File: config.mk
export PLATFORM = sky130hd
export DESIGN_NAME = dp_sequencer
export DESIGN_NICKNAME = d
export VERILOG_FILES = /design/src/rtl/dp_pkg.sv /design/src/rtl/dp_mac.sv /design/src/rtl/dp_sequencer.sv
export SDC_FILE = /design/constraint.sdc
export NUM_CORES = 1
export LEC_CHECK = 0
export ABC_AREA = 1
export CAP_MARGIN = 20
export CORE_MARGIN = 3
export CORE_UTILIZATION = 40
export DETAILED_ROUTE_END_ITERATION = 10
export PLACE_DENSITY_LB_ADDON = 0.2
export SYNTH_ARGS = -nofsm -noshare
export SYNTH_HDL_FRONTEND = slang
export SYNTH_SLANG_ARGS = --single-unit
File: constraint.sdc
create_clock -name ACLK -period 4.3 [get_ports ACLK]
set_clock_uncertainty 0.05 [all_clocks]
set_input_delay 0.86 -clock ACLK [delete_from_list [all_inputs] [get_ports ACLK]]
set_output_delay 0.86 -clock ACLK [all_outputs]
set_load 0.02 [all_outputs]
File: src/rtl/dp_pkg.sv
// dp_pkg: state encoding and bit indices shared by the dot-product sequencer
package dp_pkg;
   typedef enum logic [2:0] {
      IDLE, REQ_A, RSP_A, REQ_B, RSP_B, ACC, WRITE, FINISH
   } state_t;
   localparam int BUSY      = 0;
   localparam int DONE      = 1;
   localparam int ERR       = 2;
   localparam int CTRL_EN   = 0;
   localparam int RES_BYTES = 4;
endpackage

File: src/rtl/dp_mac.sv
// dp_mac: 32-bit wrapping accumulator of unsigned 8x8 products
module dp_mac (
   input  logic        clk,
   input  logic        rst_n,
   input  logic        clr,
   input  logic        en,
   input  logic [7:0]  a,
   input  logic [7:0]  b,
   output logic [31:0] acc,
   output logic [31:0] acc_next
);
   logic [15:0] prod;
   assign prod     = a * b;
   assign acc_next = acc + {16'b0, prod};
   // clear on an accepted start, accumulate one product per ACC cycle
   always_ff @(posedge clk or negedge rst_n)
      if (!rst_n) acc <= '0;
      else if (clr) acc <= '0;
      else if (en) acc <= acc_next;
endmodule

File: src/rtl/dp_sequencer.sv
// dp_sequencer: fetches A/B byte vectors, accumulates the dot product and writes it back
module dp_sequencer
   import dp_pkg::*;
#(
   parameter int ADDR_W  = 32,
   parameter int MAX_LEN = 1024
) (
   input  logic              ACLK,
   input  logic              ARESETN,
   input  logic              start_signal,
   input  logic [31:0]       cfg_ctrl,
   input  logic [ADDR_W-1:0] cfg_a_base,
   input  logic [ADDR_W-1:0] cfg_b_base,
   input  logic [ADDR_W-1:0] cfg_out_addr,
   input  logic [31:0]       cfg_len,
   output logic [31:0]       status,
   output logic              mem_req_valid,
   input  logic              mem_req_ready,
   output logic              mem_req_we,
   output logic [ADDR_W-1:0] mem_req_addr,
   output logic [7:0]        mem_req_wdata,
   input  logic              mem_rsp_valid,
   input  logic [7:0]        mem_rsp_rdata,
   output logic [7:0]        DP_A,
   output logic [7:0]        DP_B,
   output logic [31:0]       DP_RESULT
);
   state_t            state;
   logic              busy, done, err;
   logic [ADDR_W-1:0] a_base, b_base, out_addr;
   logic [31:0]       len, idx, idx_nx;
   logic [1:0]        wb, wb_nx;
   logic              start_ok;
   logic [31:0]       acc, acc_next;
   logic              unused_ctrl;
   assign unused_ctrl = ^cfg_ctrl;
   assign start_ok    = (state == IDLE) && start_signal && cfg_ctrl[CTRL_EN];
   assign idx_nx      = idx + 32'd1;
   assign wb_nx       = wb + 2'd1;
   assign DP_RESULT   = acc;
   dp_mac u_mac (
      .clk      (ACLK),
      .rst_n    (ARESETN),
      .clr      (start_ok),
      .en       (state == ACC),
      .a        (DP_A),
      .b        (DP_B),
      .acc      (acc),
      .acc_next (acc_next)
   );
   // status word assembled from the sticky/busy flags
   always_comb begin
      status       = '0;
      status[BUSY] = busy;
      status[DONE] = done;
      status[ERR]  = err;
   end
   // sequencer FSM; every memory-port field is loaded on entry to its request state
   always_ff @(posedge ACLK or negedge ARESETN)
      if (!ARESETN) begin
         state         <= IDLE;
         busy          <= 1'b0;
         done          <= 1'b0;
         err           <= 1'b0;
         mem_req_valid <= 1'b0;
         mem_req_we    <= 1'b0;
         mem_req_addr  <= '0;
         mem_req_wdata <= '0;
         DP_A          <= '0;
         DP_B          <= '0;
         a_base        <= '0;
         b_base        <= '0;
         out_addr      <= '0;
         len           <= '0;
         idx           <= '0;
         wb            <= '0;
      end else begin
         case (state)
            IDLE: if (start_ok) begin
               a_base   <= cfg_a_base;
               b_base   <= cfg_b_base;
               out_addr <= cfg_out_addr;
               len      <= cfg_len;
               idx      <= '0;
               wb       <= '0;
               if (cfg_len > 32'(MAX_LEN)) begin
                  err  <= 1'b1;
                  done <= 1'b1;
                  busy <= 1'b0;
               end else if (cfg_len == '0) begin
                  err           <= 1'b0;
                  done          <= 1'b0;
                  busy          <= 1'b1;
                  state         <= WRITE;
                  mem_req_valid <= 1'b1;
                  mem_req_we    <= 1'b1;
                  mem_req_addr  <= cfg_out_addr;
                  mem_req_wdata <= '0;
               end else begin
                  err           <= 1'b0;
                  done          <= 1'b0;
                  busy          <= 1'b1;
                  state         <= REQ_A;
                  mem_req_valid <= 1'b1;
                  mem_req_we    <= 1'b0;
                  mem_req_addr  <= cfg_a_base;
               end
            end
            REQ_A: if (mem_req_ready) begin
               mem_req_valid <= 1'b0;
               state         <= RSP_A;
            end
            RSP_A: if (mem_rsp_valid) begin
               DP_A          <= mem_rsp_rdata;
               mem_req_valid <= 1'b1;
               mem_req_addr  <= b_base + ADDR_W'(idx);
               state         <= REQ_B;
            end
            REQ_B: if (mem_req_ready) begin
               mem_req_valid <= 1'b0;
               state         <= RSP_B;
            end
            RSP_B: if (mem_rsp_valid) begin
               DP_B  <= mem_rsp_rdata;
               state <= ACC;
            end
            ACC: begin
               idx           <= idx_nx;
               mem_req_valid <= 1'b1;
               if (idx_nx == len) begin
                  state         <= WRITE;
                  mem_req_we    <= 1'b1;
                  mem_req_addr  <= out_addr;
                  mem_req_wdata <= acc_next[7:0];
                  wb            <= '0;
               end else begin
                  state        <= REQ_A;
                  mem_req_addr <= a_base + ADDR_W'(idx_nx);
               end
            end
            WRITE: if (mem_req_ready) begin
               if (wb == 2'(RES_BYTES - 1)) begin
                  mem_req_valid <= 1'b0;
                  mem_req_we    <= 1'b0;
                  state         <= FINISH;
               end else begin
                  wb            <= wb_nx;
                  mem_req_addr  <= mem_req_addr + ADDR_W'(1);
                  mem_req_wdata <= acc[{wb_nx, 3'b000} +: 8];
               end
            end
            FINISH: begin
               done  <= 1'b1;
               busy  <= 1'b0;
               state <= IDLE;
            end
            default: state <= IDLE;
         endcase
      end
endmodule

==> flow_metrics.py <==
metrics = {
    "run_status": {
        "status": "finished with violations",
        "violations": "negative setup slack",
    },
    "layout": {
        "drive_gt1_share_pct": 8.638,
        "antennaDiodeCount": 0,
        "layout.nets": 3758,
        "area.growth.synth_to_final_pct": 24.71,
        "final_area_sq_um": 26060,
        "fin_util_pct": 50.59,
    },
    "floorplanning": {
        "coreArea_sq_um": 51510,
        "start_util_pct": 40.57,
        "die_y_um": 234.6,
        "dieArea_sq_um": 55020,
        "die_x_um": 234.6,
        "rows": 83,
        "ios": 295,
    },
    "logic_synthesis": {
        "yosysTopAreaCellShare_pct": 30.90,
        "async_reset_ff_share_pct": 100.0,
        "synthCells": 3150,
        "synthFlopType": "dfrtp_1",
        "avgSynthCellArea_sq_um": 6.633,
        "yosys_warnings": 0,
        "synth_edf_count": 0,
        "synth.area.top_cells": "dfrtp_1, nand2_1, inv_1, ha_1, o21ai_0",
        "synth_seq_cells": 258,
        "yosys.area.top_type": "dfrtp_1",
        "yosysSeqAreaShare_pct": 30.90,
        "netlist_area_sq_um": 20900,
        "ys_types": 47,
    },
    "cts": {
        "htreeDepth": 2,
        "cts.sinks": 258,
        "hold_buffers": 0,
        "cts_buffers": 35,
        "clockBufferDepth": 3,
        "clock_latency_ns": 0.56,
        "cts_root_buf": "clkbuf_16",
        "cts.clk_slew.worst_paths_ns": 0.05,
        "cts_tree": "done",
    },
    "sta": {
        "fin_crit_sh_pct": 103.7,
        "slew_headroom_pct": 46.10,
        "fmax_mhz": 224.3,
        "rsz0062_at_grt": "yes",
        "drv_slew": 0,
        "tightest_slew_ns": 0.8011,
        "setup_viol": 12,
        "period_needed_ns": 4.457,
        "setup_ws_ns": -0.1574,
        "hold_viol": 0,
    },
    "worst_setup_path": {
        "crit_path_end_kind": "register",
        "crit_fanout": 6,
        "critical_path_arrival_ns": 4.84,
        "required_ns": 4.68,
        "startpoint_type": "register",
        "critPathKind": "reg -> reg",
        "r2r_cells": 22,
    },
    "routing": {
        "dr_wl_met2_um": 36890,
        "drc": 0,
        "drt_pass1_iterations": 7,
        "met3WireLength_um": 5158,
        "antenna_left": 0,
        "drt_iter0_markers": 1697,
        "route.top_layer_used": "met4",
        "routedWlPerCell_um": 19.63,
        "vias": 21950,
        "via_per_inst": 5.315,
        "wl_met1_um": 37350,
        "drt-total-wl_um": 81070,
    },
    "placement": {
        "gp_congestion": 0.9439,
        "dpl_worst_slack_ns": -0.1794,
        "io_buffers": 234,
        "dpl_cell_area_sq_um": 24480,
        "dp.final_hpwl_um": 64040,
    },
    "pwr": {
        "p_sw_mw": 1.947,
        "switching_share_pct": 29.15,
        "p_seq_share_pct": 41.2,
        "leakagePower_nw": 12.93,
        "p_comb_share_pct": 14.6,
        "power.density_nw_per_um2": 256.3,
        "peakVddDrop_mv": 0.2453,
        "p_int_mw": 4.732,
        "power.share.clock_pct": 44.3,
    },
    "grt": {
        "overflow": 0,
        "grt_pass1_wl_um": 123400,
        "grt_usage_pct": 29.18,
        "grt_pass1_vias": 20830,
        "grt_max_degree": 148,
        "antenna_found_initial": 0,
    },
    "hold_path": {
        "hold_class": "in -> async",
    },
    "run": {
        "drv_cap": 0,
    },
}
## final timing paths
kind	startpoint	end	slack [ns]
worst max-delay path	DP_A[3]$_DFFE_PN0P_	u_mac.acc[25]$_DFFE_PN0P_	-0.16
worst min-delay path	ARESETN	DP_B[5]$_DFFE_PN0P_	0.23
worst max register to register	DP_A[3]$_DFFE_PN0P_	u_mac.acc[25]$_DFFE_PN0P_	-0.16
worst min register to register	out_addr[27]$_DFFE_PN0P_	out_addr[27]$_DFFE_PN0P_	0.43
max in group asynchronous	ARESETN	mem_req_addr[0]$_DFFE_PN0P_	2.94
min in group ACLK	out_addr[27]$_DFFE_PN0P_	out_addr[27]$_DFFE_PN0P_	0.43
## power groups by stage
stage	clock network, mW	registers (mW)	logic (mW)
finish	2.96	2.75	0.972
global route	3.10	2.77	1.09
CTS	3.02	2.75	0.975
detailed placement	0	2.79	0.970
global placement	0	2.78	0.957
floorplan	0	2.74	0.562
## cells in the final DEF, fill, tap and decap left out, types with 10 or more instances in the layout
cell type        synthesis  routed
nand2_1                981     956
dfrtp_1                258     240
dfrtp_2                  0      18
conb_1                   1      29
a21oi_1                156     147
o211ai_1                27      27
fa_1                    52      45
ha_4                     0      10
clkdlybuf4s50_1          0     233
nand3_1                215     209
o22ai_1                 30      30
o21ai_0                246     239
nand3b_1                12      12
inv_2                    3      18
nand4_1                 37      37
ha_1                   106      96
a21o_1                  14      14
buf_4                   36      85
inv_1                  417     401
nand2_2                  7      30
nor4_1                  16      16
buf_12                   0      12
nor3_1                  40      38
nor2_2                   9      11
xor2_1                  27      27
clkbuf_16                0      37
nor2_1                 300     295
## per-layer routing
layer  GRT usage (%)  vias up
met5               0        -
met4           6.863        0
met3           4.332      108
met2           47.11      736
met1           41.33    10470
li1                -    10640
## sequential cells by signal, indices dropped and copies added (netlist names)
name and flops:
busy 1, len 32, DP_B 8, mem_req_wdata 8, mem_req_valid 1, b_base 32
state 3, wb 2, mem_req_we 1, idx 32, err 1, a_base 32
done 1, out_addr 32, mem_req_addr 32, u_mac.acc 32, DP_A 8
## worst max-delay path, stage by stage, from the launching register on
cell and delay [ns]:
dfrtp_2 0.48, buf_12 0.15, nand2_1 0.05, inv_1 0.04, fa_1 0.50, fa_1 0.45
fa_1 0.52, inv_1 0.05, fa_1 0.50, inv_2 0.05, ha_4 0.22, a21o_1 0.16
a21oi_2 0.16, o21ai_2 0.10, a21boi_2 0.15, inv_1 0.07, nand2_1 0.07, nand2_2 0.08
nand3_4 0.09, a21boi_2 0.07, buf_4 0.13, o21ai_1 0.14, a21oi_2 0.04
## cell type report
| class | instances | area, sq um |
|---|---|---|
| inverters | 422 | 1587 |
| flip-flops and latches | 258 | 6479 |
| clock inverters | 12 | 113.9 |
| fillers | 5206 | 25450 |
| repair buffers | 338 | 3304 |
| multi-input cells | 2372 | 12720 |
| clock buffers | 48 | 1007 |
| well taps | 680 | 850.8 |
## cells by family (layout without fill, tap and decap cells)
kind of cell,Yosys count,count (layout),share of synthesized area [%]
DFF,258,258,30.90
AOI/OAI and AO/OA,509,509,13.23
xor gates and xnor gates,33,33,1.383
other,1,29,0.01795
adders and majority gates,158,158,11.33
and+or+nand+nor,1643,1643,32.59
buffers and inverters,548,820,10.55
## metrics by stage
stage,total power [mW],hold WS (ns),cells,TNS (ns)
floorplan,3.307,0.3922,3178,-0.005546
global placement,3.740,0.4039,4050,-1.201
detailed placement,3.755,0.4174,4050,-1.559
CTS,6.737,0.2862,4124,-0.6593
global route,6.964,0.2922,4130,-4.023
finish,6.680,0.2294,4130,-1.082
## Yosys cell counts (4+ instances only)
| library cell | n |
|---|---|
| fa_1 | 52 |
| inv_1 | 417 |
| and2_1 | 7 |
| or2_2 | 7 |
| nand2_2 | 7 |
| nor3_1 | 40 |
| xor2_1 | 27 |
| o21ai_0 | 246 |
| a22oi_1 | 4 |
| o211ai_1 | 27 |
| nor4_1 | 16 |
| ha_1 | 106 |
| nor2_1 | 300 |
| o22ai_1 | 30 |
| o21a_1 | 6 |
| nor2_2 | 9 |
| a31oi_1 | 8 |
| nand3_1 | 215 |
| buf_4 | 36 |
| xnor2_1 | 6 |
| a21o_1 | 14 |
| dfrtp_1 | 258 |
| nand3b_1 | 12 |
| nand2_1 | 981 |
| clkbuf_1 | 82 |
| a21boi_0 | 4 |
| buf_2 | 4 |
| nor2_4 | 4 |
| a21oi_1 | 156 |
| nand4_1 | 37 |
## repair_timing
item                                    CTS  global route
buffers inserted                         14             6
cloned                                    0             0
endpoints found under the setup margin   15            22
pin swaps                                34            22
gates resized for setup                  33            45
No activity file was read; power rests on OpenSTA's default activity.
